File: src/rtl/serial_word_deserializer.sv
// Framed serial-to-parallel word assembler with registered output word and one-cycle strobes.
// Optional trailing even-parity bit and parity_err output when DESER_PARITY_EN is defined.
module serial_word_deserializer #(
    parameter int WIDTH     = 16,
    parameter bit MSB_FIRST = 1'b1
) (
    input  logic             clk,
    input  logic             rst,
    input  logic             sin,
    input  logic             sin_valid,
    input  logic             frame_start,
    output logic [WIDTH-1:0] word,
    output logic             word_valid,
    output logic             busy,
    output logic             frame_err
`ifdef DESER_PARITY_EN
    ,
    output logic             parity_err
`endif
);

    localparam int CW = $clog2(WIDTH + 1);

`ifdef DESER_PARITY_EN
    typedef enum logic [1:0] {IDLE, SHIFT, PARITY} state_t;
`else
    typedef enum logic [1:0] {IDLE, SHIFT} state_t;
`endif

    state_t           state, state_next;
    logic [WIDTH-1:0] sreg;
    logic [CW-1:0]    cnt;

    logic start_bit, data_bit, last_data, load_word, abort_frame, par_fail;
    logic [WIDTH-1:0] word_src;

    function automatic logic [WIDTH-1:0] shift_in(input logic [WIDTH-1:0] base, input logic b);
        if (MSB_FIRST)
            return {base[WIDTH-2:0], b};
        else
            return {b, base[WIDTH-1:1]};
    endfunction

    always_ff @(posedge clk) begin
        if (rst)
            state <= IDLE;
        else
            state <= state_next;
    end

    always_comb begin
        start_bit   = sin_valid && frame_start;
        data_bit    = sin_valid && !frame_start;
        last_data   = (state == SHIFT) && data_bit && (cnt == CW'(WIDTH - 1));
        abort_frame = start_bit && (state != IDLE);
        load_word   = 1'b0;
        par_fail    = 1'b0;
        word_src    = shift_in(sreg, sin);
        state_next  = state;
        if (start_bit) begin
            state_next = SHIFT;
        end else begin
            case (state)
                SHIFT: begin
                    if (last_data) begin
`ifdef DESER_PARITY_EN
                        state_next = PARITY;
`else
                        state_next = IDLE;
                        load_word  = 1'b1;
`endif
                    end
                end
`ifdef DESER_PARITY_EN
                PARITY: begin
                    // Even parity: the parity bit equals the XOR of all data bits.
                    word_src = sreg;
                    if (data_bit) begin
                        state_next = IDLE;
                        load_word  = (^sreg) == sin;
                        par_fail   = (^sreg) != sin;
                    end
                end
`endif
                default: state_next = state;
            endcase
        end
    end

    always_comb begin
        busy = (state != IDLE);
    end

    always_ff @(posedge clk) begin
        if (rst) begin
            sreg       <= '0;
            cnt        <= '0;
            word       <= '0;
            word_valid <= 1'b0;
            frame_err  <= 1'b0;
`ifdef DESER_PARITY_EN
            parity_err <= 1'b0;
`endif
        end else begin
            word_valid <= load_word;
            frame_err  <= abort_frame;
`ifdef DESER_PARITY_EN
            parity_err <= par_fail;
`endif
            if (start_bit) begin
                sreg <= shift_in('0, sin);
                cnt  <= CW'(1);
            end else if (data_bit && (state == SHIFT)) begin
                sreg <= shift_in(sreg, sin);
                cnt  <= last_data ? '0 : cnt + CW'(1);
            end
            if (load_word)
                word <= word_src;
        end
    end

`ifndef DESER_PARITY_EN
    logic unused_par;
    assign unused_par = par_fail;
`endif

endmodule
File: config.mk
export PLATFORM = sky130hd
export DESIGN_NAME = serial_word_deserializer
export DESIGN_NICKNAME = d
export VERILOG_FILES = /design/src/rtl/serial_word_deserializer.sv
export SDC_FILE = /design/constraint.sdc
export NUM_CORES = 1
export LEC_CHECK = 0
export CAP_MARGIN = 5
export CORE_ASPECT_RATIO = 1.5
export CORE_MARGIN = 4
export CORE_UTILIZATION = 46
export CTS_CLUSTER_SIZE = 20
export DETAILED_ROUTE_END_ITERATION = 10
export PLACE_DENSITY = 0.73
export SLEW_MARGIN = 20
export SYNTH_ARGS = -nofsm -noshare
export SYNTH_HDL_FRONTEND = slang
export SYNTH_SLANG_ARGS = --single-unit
File: constraint.sdc
create_clock -name clk -period 1.8 [get_ports clk]
set_clock_uncertainty 0.05 [all_clocks]
set_input_delay 0.36 -clock clk [delete_from_list [all_inputs] [get_ports clk]]
set_output_delay 0.36 -clock clk [all_outputs]
set_load 0.05 [all_outputs]
==> results of run 1 <==
==> per-stage QoR <==
stage / area [µm²] / worst slack, ns / total power [µW]
2_1_floorplan: 1480 / 0.0253 / 939
3_3_place_gp: 1760 / 0.0366 / 973
3_5_place_dp: 1760 / 0.00324 / 975
4_1_cts: 1900 / 0.0675 / 1830
5_1_grt: 1920 / 0.0114 / 1880
6_report: 1920 / 0.152 / 1810
==> kinds of logic after synthesis <==
kind of cell               count (synthesis)  share of synthesized area (%)
muxes                                      1                          0.677
buffers and inverters                     15                           5.50
adders and majority gates                  2                           1.69
AOI/OAI and AO/OA                         42                           14.6
and+or+nand+nor                           81                           24.6
DFF                                       39                           52.8
==> final timing paths <==
path / slack, ns / start / depth (start not counted) / endpoint
max: 0.15 / cnt[0] / 5 / cnt[3]
min: 0.40 / cnt[4] / 2 / cnt[4]
max reg2reg: 0.15 / cnt[0] / 5 / cnt[3]
min reg2reg: 0.40 / cnt[4] / 2 / cnt[4]
==> cell usage in the layout, fill, tap and decap left out, drive strengths merged, types with 2 or more instances in the layout <==
cell            n
dfxtp          39
nand3b          2
bufinv          2
a21oi          35
o21ai           4
buf            33
nor2            4
clkdlybuf4s50   4
ha              2
nand2          65
clkbuf          5
nor3b           2
==> worst reg2reg max path, delay by kind of cell, from the launching register on <==
kind,cells,cell delay [ns]
compound gates,1,0.15
fa+ha+maj,2,0.38
flops,1,0.32
simple gates,2,0.69
==> cell type report <==
class / instances / area [µm²]
fill: 266 / 1080
clock inverter: 3 / 67.6
clock buffer: 5 / 68.8
timing repair buffer: 37 / 313
inverter: 1 / 3.75
sequential: 39 / 781
multi-input combinational: 126 / 636
tap: 39 / 48.8
==> flip-flops by register name, summed over array words and instances (netlist names) <==
register / cells
word_valid: 1
cnt: 5
state: 1
word: 16
sreg: 15
frame_err: 1
==> metal layers <==
| layer | GRT usage (%) | vias up | part of all wire, % |
|---|---|---|---|
| li1 | - | 656 | - |
| met1 | 16.8 | 603 | 41 |
| met2 | 28.9 | 33 | 51 |
| met3 | 4.02 | 8 | 5.5 |
| met4 | 8.98 | 0 | 2.2 |
| met5 | 0 | - | 0 |
==> repair_timing <==
item	in CTS	in global routing
hold endpoints to repair	0	0
cloned	0	0
endpoints found under the setup margin	1	18
gates resized for setup	1	3
pin swaps	0	1
==> power groups by stage <==
stage / logic [µW] / clock network [µW] / registers, µW
final: 81.2 / 857 / 874
after global routing: 87.9 / 919 / 875
after CTS: 81.2 / 873 / 874
after detailed placement: 81.1 / 0 / 894
after global placement: 79.3 / 0 / 894
after floorplan: 41.3 / 0 / 897
==> key figures, run 1 <==
Global route
  • Total track usage: 16.4%
  • Maximum number of pins on one net before global-route repair: 22
  • Number of antenna violations at the first check in global routing: 0
  • Vias in the first global route: around 1200
  • Total congestion overflow: 0
  • Global-route wire length before repair: about 5100 µm

STA
  • Total Negative Setup Slacks: 0 ns
  • Final Hold Violating Endpoints: 0
  • FMAX: about 610 MHz
  • Actual slew at the worst max-slew pin: 0.388 ns
  • Max-Slew Margin vs Limit: about 74%
  • Final hold slack: between 0.4 and 0.5 ns
  • Unrepaired setup endpoints after global routing: no
  • Final critical-path required period: between 1.5 and 2 ns
  • Final period utilization: 91.5%
  • Pins over their slew limit: 0
  • # setup viols final: 0

Setup path
  • Buffers plus inverters on the worst setup path: 0
  • Kind of capture point of the worst setup path: flip-flop
  • Critical Path Start Type: flip-flop
  • Delay of the slowest cell on the worst path: roughly 0.50 ns
  • Slowest cell on crit path: or4_1
  • Data arrival time at the worst-slack endpoint: 1.82 ns
  • Family of cells with the greatest summed delay on the critical path: simple AND/OR/NAND/NOR gates
  • CP Cell Sequence: ha_2 > and3_4 > ha_4 > or4_1 > a21oi_1
  • CP required: approximately 2 ns
  • Worst setup path class: reg2reg
  • Critical-path maximum fanout: 10

Clock network
  • Clock Path Buffers: 2
  • H-tree lvl count: 2
  • Clock latency on the worst-skew pair: 0.29 ns
  • Reg clk slew, reported paths: 0.07 ns
  • CTS hold repair buffers: 0
  • Clk root buf: clkbuf_8
  • Sink count of the clock tree: 39
  • Clock tree from TritonCTS: built
  • CTS buffer count: 5
  • Post-CTS setup buffer count: 0

Placed design
  • Gp weighted congestion: ~0.81
  • Cell Count Post-Placement: 242
  • Count of input and output buffers: 23
  • Dpl hpwl: 2080 µm

Final layout
  • Number of antenna diodes: 0
  • Area growth from synthesis to layout: 29.8%
  • Share of final-layout standard cells stronger than drive strength 1: between 20% and 30%
  • Final standard cell count with taps included and fillers excluded: 250
  • Final net count: 217
  • Final design utilization: 63.9%

Die
  • Row Count: 24
  • Die width: around 54 µm
  • Core box area: approximately 3000 µm²
  • Initial cell density of the core: 49.2%
  • Height of the die: just under 80 µm
  • Die Area: 4200 µm²
  • Number of primary I/O pins: 24

Synthesis
  • Warning count from the yosys run: 0
  • Seq/Total Area, Yosys: 52.8%
  • Synth Instances: 180
  • Net count after synthesis: around 190
  • Asr flop ratio synth: 0%
  • Count of distinct cell types in the synthesized netlist: 26
  • Dominant cell by count in the synthesized netlist: nand2_1
  • Portion of synthesized cell area occupied by the leading cell type: 52.8%
  • Post-synthesis sequential element count: 39
  • EDFF count, synth: 0
  • Commonest cells in the synthesized netlist: nand2_1 (65), dfxtp_1 (39), a21oi_1 (35)
  • Cell accounting for the most synthesized area: dfxtp_1
  • Post-Syn Area: 1480 µm²
  • Post-synthesis average cell area: between 8 and 9 µm²
  • Cell types with the largest area share after synthesis: dfxtp_1 (53%), nand2_1 (17%), a21oi_1 (12%)
  • Most used DFF post-synth: dfxtp_1

Route
  • Residual antenna-violating net count after detailed routing: 0
  • Total routed wirelength: between 2000 and 3000 µm
  • First DRT Iteration DRCs: 33
  • Routed length per instance: approximately 12 µm
  • Total DRC errors in the routed layout: 0
  • Total via count in the routed design: 1300
  • Detailed-routing iteration count for the pre-antenna-repair pass: 4
  • Average vias per placed instance: 5.20

Pwr
  • Maximum vdd drop: between 0.6 and 0.7 mV
  • Relative contribution of the clock network to total power: between 40% and 50%
  • Total internal power: around 1500 µW
  • Combinational group share of total power: around 4.5%
  • Leakage component of the power: between 0.0007 and 0.0008 µW
  • Net switching fraction of the power: between 10% and 20%
  • Relative contribution of sequential cells to total power: a little under 50%
  • Switching power total: 355 µW
  • Power density normalized to cell area: about 940 nW/µm²

Flow run
  • Max capacitance violation total: 0

Worst hold path
  • Hold Path Class: reg2reg

Outcome
  • Run status: finished, final reports clean
No activity file was read; power rests on OpenSTA's default activity.
==> inputs of run 2 (changes only) <==
Settings changed: GPL_ROUTABILITY_DRIVEN set to 0, TNS_END_PERCENT set to 30.
==> results of run 2 <==
Same layout as run 1: the final DEF is identical, and so are final timing and power.
==> inputs of run 3 (changes only) <==
Settings changed: CTS_BUF_LIST set to sky130_fd_sc_hd__clkbuf_4 sky130_fd_sc_hd__clkbuf_8 sky130_fd_sc_hd__clkbuf_16.
==> results of run 3 <==
Same layout as run 1: the final DEF is identical, and so are final timing and power.
